[src/rtl/tone_osc_bank.sv]
// Multi-voice square-wave tone generator with glitch-free note updates
// and a registered count of voices currently high for the mixer.
module tone_osc_bank #(
    parameter int NUM_VOICES  = 4,
    parameter int CLOCK_SPEED = 25_000_000,
    parameter int OCT_W       = 2,
    parameter int CNT_W       = 32
) (
    input  logic                                clk,
    input  logic                                rst,
    input  logic                                enable,
    input  logic [4*NUM_VOICES-1:0]             tone,
    input  logic [OCT_W*NUM_VOICES-1:0]         octave,
    output logic [NUM_VOICES-1:0]               wave_out,
    output logic [NUM_VOICES-1:0]               active,
    output logic [$clog2(NUM_VOICES+1)-1:0]     mix_out
);

    localparam int MIX_W = $clog2(NUM_VOICES + 1);

    localparam logic [0:0] ST_IDLE = 1'b0;
    localparam logic [0:0] ST_RUN  = 1'b1;

    function automatic logic [63:0] base_half(input int code);
        logic [63:0] b;
        case (code)
            1:       b = 64'd41844;
            2:       b = 64'd37278;
            3:       b = 64'd35186;
            4:       b = 64'd31347;
            5:       b = 64'd27927;
            6:       b = 64'd26360;
            7:       b = 64'd23484;
            8:       b = 64'd20922;
            9:       b = 64'd18639;
            10:      b = 64'd17593;
            11:      b = 64'd15674;
            12:      b = 64'd13964;
            13:      b = 64'd13180;
            14:      b = 64'd11742;
            15:      b = 64'd10461;
            default: b = 64'd0;
        endcase
        return b;
    endfunction

    function automatic logic [CNT_W-1:0] scaled_half(input int code);
        logic [63:0] p;
        p = base_half(code) * 64'(CLOCK_SPEED) / 64'd25_000_000;
        return p[CNT_W-1:0];
    endfunction

    // Table is fully resolved at elaboration; only the octave shift is live logic.
    localparam logic [CNT_W-1:0] HALF [16] = '{
        scaled_half(0),  scaled_half(1),  scaled_half(2),  scaled_half(3),
        scaled_half(4),  scaled_half(5),  scaled_half(6),  scaled_half(7),
        scaled_half(8),  scaled_half(9),  scaled_half(10), scaled_half(11),
        scaled_half(12), scaled_half(13), scaled_half(14), scaled_half(15)
    };

    function automatic logic [CNT_W-1:0] eff_half(
        input logic [3:0]       code,
        input logic [OCT_W-1:0] oct
    );
        logic [CNT_W-1:0] h;
        h = HALF[code] >> oct;
        if (h == '0) begin
            h = CNT_W'(1);
        end
        return h;
    endfunction

    logic [0:0]            state_q [NUM_VOICES];
    logic [0:0]            state_d [NUM_VOICES];
    logic [CNT_W-1:0]      cnt_q   [NUM_VOICES];
    logic [CNT_W-1:0]      cnt_d   [NUM_VOICES];
    logic [CNT_W-1:0]      h_q     [NUM_VOICES];
    logic [CNT_W-1:0]      h_d     [NUM_VOICES];
    logic [NUM_VOICES-1:0] wave_q;
    logic [NUM_VOICES-1:0] wave_d;
    logic [MIX_W-1:0]      mix_q;
    logic [MIX_W-1:0]      mix_d;

    always_comb begin
        logic [3:0]       tone_v;
        logic [OCT_W-1:0] oct_v;
        tone_v = '0;
        oct_v  = '0;
        wave_d = wave_q;
        for (int v = 0; v < NUM_VOICES; v++) begin
            state_d[v] = state_q[v];
            cnt_d[v]   = cnt_q[v];
            h_d[v]     = h_q[v];
            tone_v     = tone[4*v +: 4];
            oct_v      = octave[OCT_W*v +: OCT_W];
            if (enable) begin
                unique case (state_q[v])
                    ST_IDLE: begin
                        cnt_d[v]  = '0;
                        wave_d[v] = 1'b0;
                        if (tone_v != 4'd0) begin
                            state_d[v] = ST_RUN;
                            h_d[v]     = eff_half(tone_v, oct_v);
                        end
                    end
                    default: begin
                        if (cnt_q[v] == h_q[v] - CNT_W'(1)) begin
                            cnt_d[v]  = '0;
                            wave_d[v] = ~wave_q[v];
                            // Falling edge closes a full cycle: only here may the note change.
                            if (wave_q[v]) begin
                                if (tone_v == 4'd0) begin
                                    state_d[v] = ST_IDLE;
                                end else begin
                                    h_d[v] = eff_half(tone_v, oct_v);
                                end
                            end
                        end else begin
                            cnt_d[v] = cnt_q[v] + CNT_W'(1);
                        end
                    end
                endcase
            end
        end
    end

    always_comb begin
        logic [MIX_W-1:0] sum;
        sum = '0;
        for (int v = 0; v < NUM_VOICES; v++) begin
            sum = sum + MIX_W'(wave_q[v]);
        end
        mix_d = enable ? sum : mix_q;
    end

    always_ff @(posedge clk or posedge rst) begin
        if (rst) begin
            for (int v = 0; v < NUM_VOICES; v++) begin
                state_q[v] <= ST_IDLE;
                cnt_q[v]   <= '0;
                h_q[v]     <= '0;
            end
            wave_q <= '0;
            mix_q  <= '0;
        end else begin
            for (int v = 0; v < NUM_VOICES; v++) begin
                state_q[v] <= state_d[v];
                cnt_q[v]   <= cnt_d[v];
                h_q[v]     <= h_d[v];
            end
            wave_q <= wave_d;
            mix_q  <= mix_d;
        end
    end

    always_comb begin
        active = '0;
        for (int v = 0; v < NUM_VOICES; v++) begin
            active[v] = (state_q[v] == ST_RUN);
        end
    end

    assign wave_out = wave_q;
    assign mix_out  = mix_q;

endmodule
[config.mk]
export PLATFORM = sky130hd
export DESIGN_NAME = tone_osc_bank
export DESIGN_NICKNAME = d
export VERILOG_FILES = /design/src/rtl/tone_osc_bank.sv
export SDC_FILE = /design/constraint.sdc
export NUM_CORES = 1
export LEC_CHECK = 0
export ABC_CLOCK_PERIOD_IN_PS = 9360
export CORE_MARGIN = 1.5
export CORE_UTILIZATION = 62
export DETAILED_ROUTE_END_ITERATION = 10
export MAX_ROUTING_LAYER = met4
export PLACE_DENSITY = 0.76
export SKIP_LAST_GASP = 1
export SYNTH_ARGS = -nofsm -noshare
export SYNTH_HDL_FRONTEND = slang
export SYNTH_SLANG_ARGS = --single-unit
[constraint.sdc]
create_clock -name clk -period 9.36 [get_ports clk]
set_input_delay 1.872 -clock clk [delete_from_list [all_inputs] [get_ports clk]]
set_output_delay 1.872 -clock clk [all_outputs]
set_load 0.02 [all_outputs]
==> flow_metrics.py, run 1 <==
metrics = {
    "sta": {
        "fmax_ghz": 0.202,
        "relSlewSlack": 0.200,
        "drv_slew": 0,
        "finClkSkew_ns": 0.00770,
        "tightestPinTransition_ns": 1.20,
        "timing.final.crit_period_ns": 4.95,
        "min_period_over_period": 0.528,
        "hold_viol": 0,
        "setup_slack_ns": 4.41,
        "holdWs_ns": 0.510,
        "tns_ns": 0,
        "setup_viol_count_final": 0,
        "rsz0062_at_grt": "false",
    },
    "grt": {
        "grt_util_all_layers": 0.284,
        "antenna_found_initial": 0,
        "grt_overflow": 0,
        "grt_pass1_wl_um": 61500,
        "grt_max_degree": 135,
        "grt_pass1_vias": 12700,
    },
    "routing": {
        "drt-met1-wl_um": 16700,
        "viasPerCell": 6.19,
        "drtIter0Drc": 906,
        "dr.pass1.iters": 6,
        "wl_per_cell_um": 16.5,
        "wl_met2_um": 17100,
        "drtAntennaViolNets": 0,
        "wl_um": 36000,
        "wl_met3_um": 1540,
        "highest_layer": "met4",
        "drcViolationCount": 0,
        "vias": 13500,
    },
    "clocking": {
        "cts.sinks": 203,
        "clk_pin_slew_ns": 0.06,
        "htreeDepth": 1,
        "clock_latency_ns": 0.52,
        "hold_buffers": 0,
        "cts_resized": 0,
        "cts_root_buf": "clkbuf_16",
        "post_cts_buffers": 0,
        "cts_tree": "done",
        "clock_path_buffers": 3,
        "cts-buffers-inserted": 24,
    },
    "setup_path": {
        "arrival_ns": 5.30,
        "path_buf_inv": 0,
        "cp_slowest_cell": "a21oi_2",
        "crit_chain": "nor4_1 -> nand4b_1 -> nor2_1 -> ha_1 -> xor2_1 -> nand4_1 -> a2111oi_0 -> nand4_1 -> nor4_1 -> nand2_1 -> a21oi_2 -> nor2_1",
        "critPathLaunchType": "register",
        "slowest_delay_ns": 0.94,
        "path_max_fanout": 26,
        "crit_type": "reg -> reg",
        "cp.required_ns": 9.71,
        "cp_top_family": "simple AND/OR/NAND/NOR gates",
        "end_kind": "register",
    },
    "synthesis": {
        "synth-seq-cells": 203,
        "synth_ff_type": "dfrtp_1",
        "ys_types": 96,
        "post-synth-top-area-cell": "dfrtp_1",
        "synth_top_area_share": 0.322,
        "ys_warn_count": 0,
        "synth.area.top_cells": "dfrtp_1, nor2_1, xnor2_1, xor2_1, mux2_2",
        "ys_seq_area_frac": 0.322,
        "synth_most_common_cell": "nor2_1",
        "synth_edf_count": 0,
        "syn_area_um2": 15800,
        "async_flop_share": 1.00,
        "synth_nets": 1945,
        "ys_top_cells_by_count": "nor2_1, dfrtp_1, nand2_1",
        "postSynthCellCount": 1875,
        "syn-mean-instance-area_um2": 8.41,
    },
    "min_path": {
        "hold_class": "reg -> reg",
    },
    "placed_design": {
        "dp.cells": 2141,
        "place.gp.congestion": 0.896,
        "portBuffers": 37,
        "dpl.hpwl_um": 25600,
        "pre_cts_slack_ns": 4.14,
    },
    "status": {
        "outcome": "finished, final reports clean",
    },
    "power_and_ir_drop": {
        "p_per_area_nw_per_um2": 169,
        "leakage_nw": 7.24,
        "peakVddDrop_uv": 189,
        "p_total_w": 0.00288,
    },
    "flow_run": {
        "max_cap_violations": 0,
    },
    "layout": {
        "drive_gt1_frac": 0.0857,
        "nets": 1907,
        "area_growth_pct": 7.95,
        "antenna_cells": 0,
        "final_cells": 2185,
    },
    "floorplan": {
        "die_width_um": 163,
        "dieArea_um2": 26400,
        "fp-row-count": 58,
        "pin_count": 38,
        "die_height_um": 163,
        "core_area_um2": 25100,
        "start_util": 0.628,
    },
}
## placed cells by master (no fill, tap or decap), drive strengths merged, types with 7 or more instances in the layout
| cell | n |
|---|---|
| a211o | 7 |
| a211oi | 20 |
| a21o | 9 |
| a21oi | 96 |
| a31oi | 13 |
| and2 | 10 |
| and3 | 29 |
| and4 | 12 |
| buf | 14 |
| clkbuf | 40 |
| clkdlybuf4s50 | 36 |
| dfrtp | 203 |
| ha | 42 |
| inv | 75 |
| mux2 | 70 |
| mux2i | 59 |
| nand2 | 131 |
| nand2b | 22 |
| nand3 | 86 |
| nand4 | 56 |
| nor2 | 235 |
| nor2b | 24 |
| nor3 | 41 |
| nor3b | 13 |
| nor4 | 36 |
| o211ai | 22 |
| o21a | 9 |
| o21ai | 81 |
| o22ai | 11 |
| o2bb2ai | 7 |
| o31ai | 12 |
| or2 | 10 |
| or3 | 13 |
| or4 | 20 |
| xnor2 | 95 |
| xor2 | 92 |
## routing by layer
layer | track usage | vias to the layer above
li1 | - | 6646
met1 | 0.378 | 6480
met2 | 0.459 | 328
met3 | 0.0397 | 64
met4 | 0.0688 | 0
met5 | - | -
## kinds of logic after synthesis
| family | after synthesis | synth area share |
|---|---|---|
| buf+inv | 191 | 0.0481 |
| flops | 203 | 0.322 |
| fa+ha+maj | 44 | 0.0352 |
| xor+xnor | 187 | 0.104 |
| compound gates | 352 | 0.148 |
| mux | 134 | 0.0967 |
| simple gates | 764 | 0.247 |
## area by class of cell
type                            instances  area, um2
Clock buffer                           40        772
Multi-Input combinational cell       1481       9940
Fill cell                            2106       8080
Sequential cell                       203       5080
Clock inverter                          4       70.1
Inverter                               77        297
Tap cell                              330        413
Timing Repair Buffer                   50        463
## flip-flops by register name, indices dropped and copies added, names as in the netlist
register	flops
active	4
cnt_q	128
h_q	64
mix_out	3
wave_out	4
## worst reg2reg max path, delay by kind of cell, from the launching register on
kind	cells	cell delay [ns]
DFF	1	0.48
xor gates and xnor gates	1	0.18
AOI/OAI and AO/OA	2	1.27
adders and majority gates	1	0.27
and+or+nand+nor	8	2.60
## stage by stage
stage / utilization / cell area, um2
after global routing: 0.678 / 17000
after global placement: 0.645 / 16200
after detailed placement: 0.645 / 16200
after floorplan: - / 15800
after CTS: 0.678 / 17000
final: 0.678 / 17000
## report_power, final
part / switching, W / total (W) / leakage [nW] / internal, W
clock network: 0.000362 / 0.000975 / 0.416 / 0.000613
logic: 0.000390 / 0.000733 / 4.24 / 0.000344
registers: 0.000183 / 0.00117 / 2.58 / 0.000985
## worst paths after layout
| check | start | endpoint | slack [ns] | cells after the start |
|---|---|---|---|---|
| min in group asynchronous | rst | active[3] | 1.96 | 2 |
| worst min-delay path | mix_out[1] | mix_out[1] | 0.51 | 1 |
| max in group asynchronous | rst | cnt_q[122] | 5.94 | 3 |
| worst max register to register | h_q[7] | cnt_q[23] | 4.41 | 12 |
| worst max-delay path | h_q[7] | cnt_q[23] | 4.41 | 12 |
| worst min register to register | mix_out[1] | mix_out[1] | 0.51 | 1 |
Note: power is estimated with default switching activity, not from simulation.
==> run 2: changes to the inputs <==
--- a/config.mk
+++ b/config.mk
@@ -5,12 +5,12 @@
 export SDC_FILE = /design/constraint.sdc
 export NUM_CORES = 1
 export LEC_CHECK = 0
-export ABC_CLOCK_PERIOD_IN_PS = 9360
+export ABC_CLOCK_PERIOD_IN_PS = 3950
 export CORE_MARGIN = 1.5
-export CORE_UTILIZATION = 62
+export CORE_UTILIZATION = 58
 export DETAILED_ROUTE_END_ITERATION = 10
 export MAX_ROUTING_LAYER = met4
-export PLACE_DENSITY = 0.76
+export PLACE_DENSITY = 0.74
 export SKIP_LAST_GASP = 1
 export SYNTH_ARGS = -nofsm -noshare
 export SYNTH_HDL_FRONTEND = slang
==> constraint.sdc (replaced) <==
create_clock -name clk -period 3.95 [get_ports clk]
set_input_delay 0.79 -clock clk [delete_from_list [all_inputs] [get_ports clk]]
set_output_delay 0.79 -clock clk [all_outputs]
set_load 0.02 [all_outputs]
==> run 2 against run 1 <==
Clock-buffer cell count fell by 14. Highest routed layer unchanged. Non-clock buffer count is 65 higher. Sequential cell count is the same. First-iteration DRC count rose by 40%.
==> flow_metrics.py, run 2 (synthesis gave the netlist of run 1 again) <==
metrics = {
    "layout": {
        "antenna_cells": 0,
        "area_growth_pct": 12.1,
        "reg_top3": "cnt_q x128, h_q x64",
        "seq_area_um2": 5080,
        "top_register": "cnt_q",
        "nets": 1971,
        "fin_area_um2": 17700,
        "final_cell_mix": "nor2_1, dfrtp_1, nand2_1",
        "n_fill_cell": 2225,
        "final_common_cell": "nor2_1",
        "final_cells": 2256,
        "largest_register_ffs": 128,
        "multi_input_area_um2": 10000,
        "drive_gt1_frac": 0.121,
    },
    "floorplan": {
        "core_area_um2": 26800,
        "dieArea_um2": 28200,
        "pin_count": 38,
        "die_width_um": 168,
        "start_util": 0.589,
        "fp-row-count": 60,
        "die_height_um": 168,
    },
    "setup_path": {
        "slowest_delay_ns": 0.56,
        "reg2reg_depth": 13,
        "crit_type": "reg -> reg",
        "end_kind": "register",
        "arrival_ns": 4.28,
        "cp_top_family": "simple AND/OR/NAND/NOR gates",
        "cp_common_cell": "nor4_4",
        "path_max_fanout": 8,
        "cp_slowest_cell": "or4_4",
        "path_buf_inv": 1,
        "critPathLaunchType": "register",
        "cp.required_ns": 4.34,
        "crit_chain": "or4_4 -> or4b_4 -> nor4_4 -> ha_1 -> xnor2_1 -> nor4_1 -> o2111ai_1 -> nand4b_1 -> nor4_4 -> nand2_2 -> a21oi_4 -> clkbuf_16 -> mux2_4",
        "worst-path-stages": 13,
    },
    "routing": {
        "drcViolationCount": 0,
        "drtAntennaViolNets": 0,
        "dr.pass1.iters": 5,
        "drtIter0Drc": 1264,
        "wl_per_cell_um": 16.6,
        "wl_um": 37500,
        "viasPerCell": 6.10,
        "vias": 13800,
    },
    "clocking": {
        "cts.sinks": 203,
        "cts_tree": "done",
        "clock_latency_ns": 0.51,
        "cts_root_buf": "clkbuf_16",
        "clock_path_buffers": 3,
        "htreeDepth": 1,
        "cts-buffers-inserted": 23,
        "clk_pin_slew_ns": 0.06,
    },
    "sta": {
        "fmax_ghz": 0.257,
        "min_period_over_period": 0.984,
        "hold_viol": 0,
        "timing.final.crit_period_ns": 3.89,
        "drv_slew": 0,
        "relSlewSlack": 0.439,
        "setup_viol_count_final": 0,
        "holdWs_ns": 0.535,
        "rsz0062_at_grt": "true",
        "tightestPinTransition_ns": 0.842,
        "finClkSkew_ns": 0.00806,
    },
    "power_and_ir_drop": {
        "combPwrFrac": 0.278,
        "switchingPower_w": 0.00228,
        "peakVddDrop_uv": 270,
        "leakage_nw": 7.58,
        "p_per_area_nw_per_um2": 389,
        "clkPwrFrac": 0.324,
        "p_int_w": 0.00459,
        "seqPwrFrac": 0.398,
        "switching_share": 0.332,
    },
    "placed_design": {
        "place.gp.congestion": 0.939,
        "portBuffers": 37,
        "dpl.hpwl_um": 27200,
        "placed_area_um2": 16800,
        "dp.cells": 2214,
    },
    "grt": {
        "grt_max_degree": 62,
        "grt_util_all_layers": 0.276,
        "grt_pass1_wl_um": 63900,
        "grt_pass1_vias": 12900,
        "grt_overflow": 0,
        "antenna_found_initial": 0,
    },
    "min_path": {
        "whs_path_depth": 1,
        "hold_class": "reg -> reg",
    },
    "flow_run": {
        "max_cap_violations": 0,
    },
    "status": {
        "outcome": "finished, final reports clean",
    },
}
run 2: changes by cell type in the layout (fill, tap and decap cells not counted), moves of 4 or more:
cell        previous run  this run
nor4_1                34        30
clkbuf_1               6         1
buf_4                 13        67
buf_12                 0        10
clkinvlp_4             0         4
clkbuf_8               9         2
run 2: path summary, 6_finish.rpt:
kind / start / end / slack, ns
hold / removal: h_q[47] / h_q[47] / 0.54
hold reg to reg: h_q[47] / h_q[47] / 0.54
min in group asynchronous: rst / active[1] / 0.70
max in group asynchronous: rst / cnt_q[54] / 2.49
setup reg to reg: h_q[33] / h_q[34] / 0.06
setup / recovery: h_q[33] / h_q[34] / 0.06
run 2: what timing repair did:
| action | CTS | global route |
|---|---|---|
| hold buffers | 0 | 0 |
| gates resized for setup | 0 | 12 |
| endpoints found under the setup margin | 0 | 71 |
| buffers inserted | 0 | 2 |
run 2: through the flow:
stage               setup WS [ns]   util  setup TNS [ns]  power [W]
finish                     0.0636  0.660               0    0.00688
global route               -0.117  0.660           -1.67    0.00728
CTS                        0.0584  0.656               0    0.00688
detailed placement         0.0943  0.627               0    0.00463
global placement            0.144  0.627               0    0.00457
floorplan                  0.0110      -               0    0.00411
run 2: final cells by class:
cell class | count | area share
Clock buffer | 26 | 0.0343
Clock inverter | 13 | 0.00997
Inverter | 77 | 0.0165
Multi-Input combinational cell | 1481 | 0.566
Sequential cell | 203 | 0.287
Tap cell | 341 | 0.0241
Timing Repair Buffer | 115 | 0.0618
run 2: worst reg2reg max path, delay by kind of cell, from the launching register on:
family,cells,cell delay (ns)
XOR/XNOR,1,0.13
buffers and inverters,1,0.20
AO/OA/AOI/OAI,2,0.35
AND/OR/NAND/NOR,7,2.14
adder cells (fa/ha/maj),1,0.28
multiplexers,1,0.30
flip-flops,1,0.38
run 2: metal layers:
metal	routed length, um	vias up	GRT usage
met5	0	-	-
met4	671	0	0.0580
met3	1520	45	0.0324
met2	17400	279	0.430
met1	18000	6645	0.387
li1	-	6784	-
run 2: power groups by stage:
stage | Combinational, W | Sequential (W) | Clock [W]
CTS | 0.00188 | 0.00273 | 0.00228
floorplan | 0.00150 | 0.00261 | 0
detailed placement | 0.00187 | 0.00276 | 0
global placement | 0.00182 | 0.00275 | 0
global route | 0.00214 | 0.00278 | 0.00236
finish | 0.00191 | 0.00274 | 0.00223
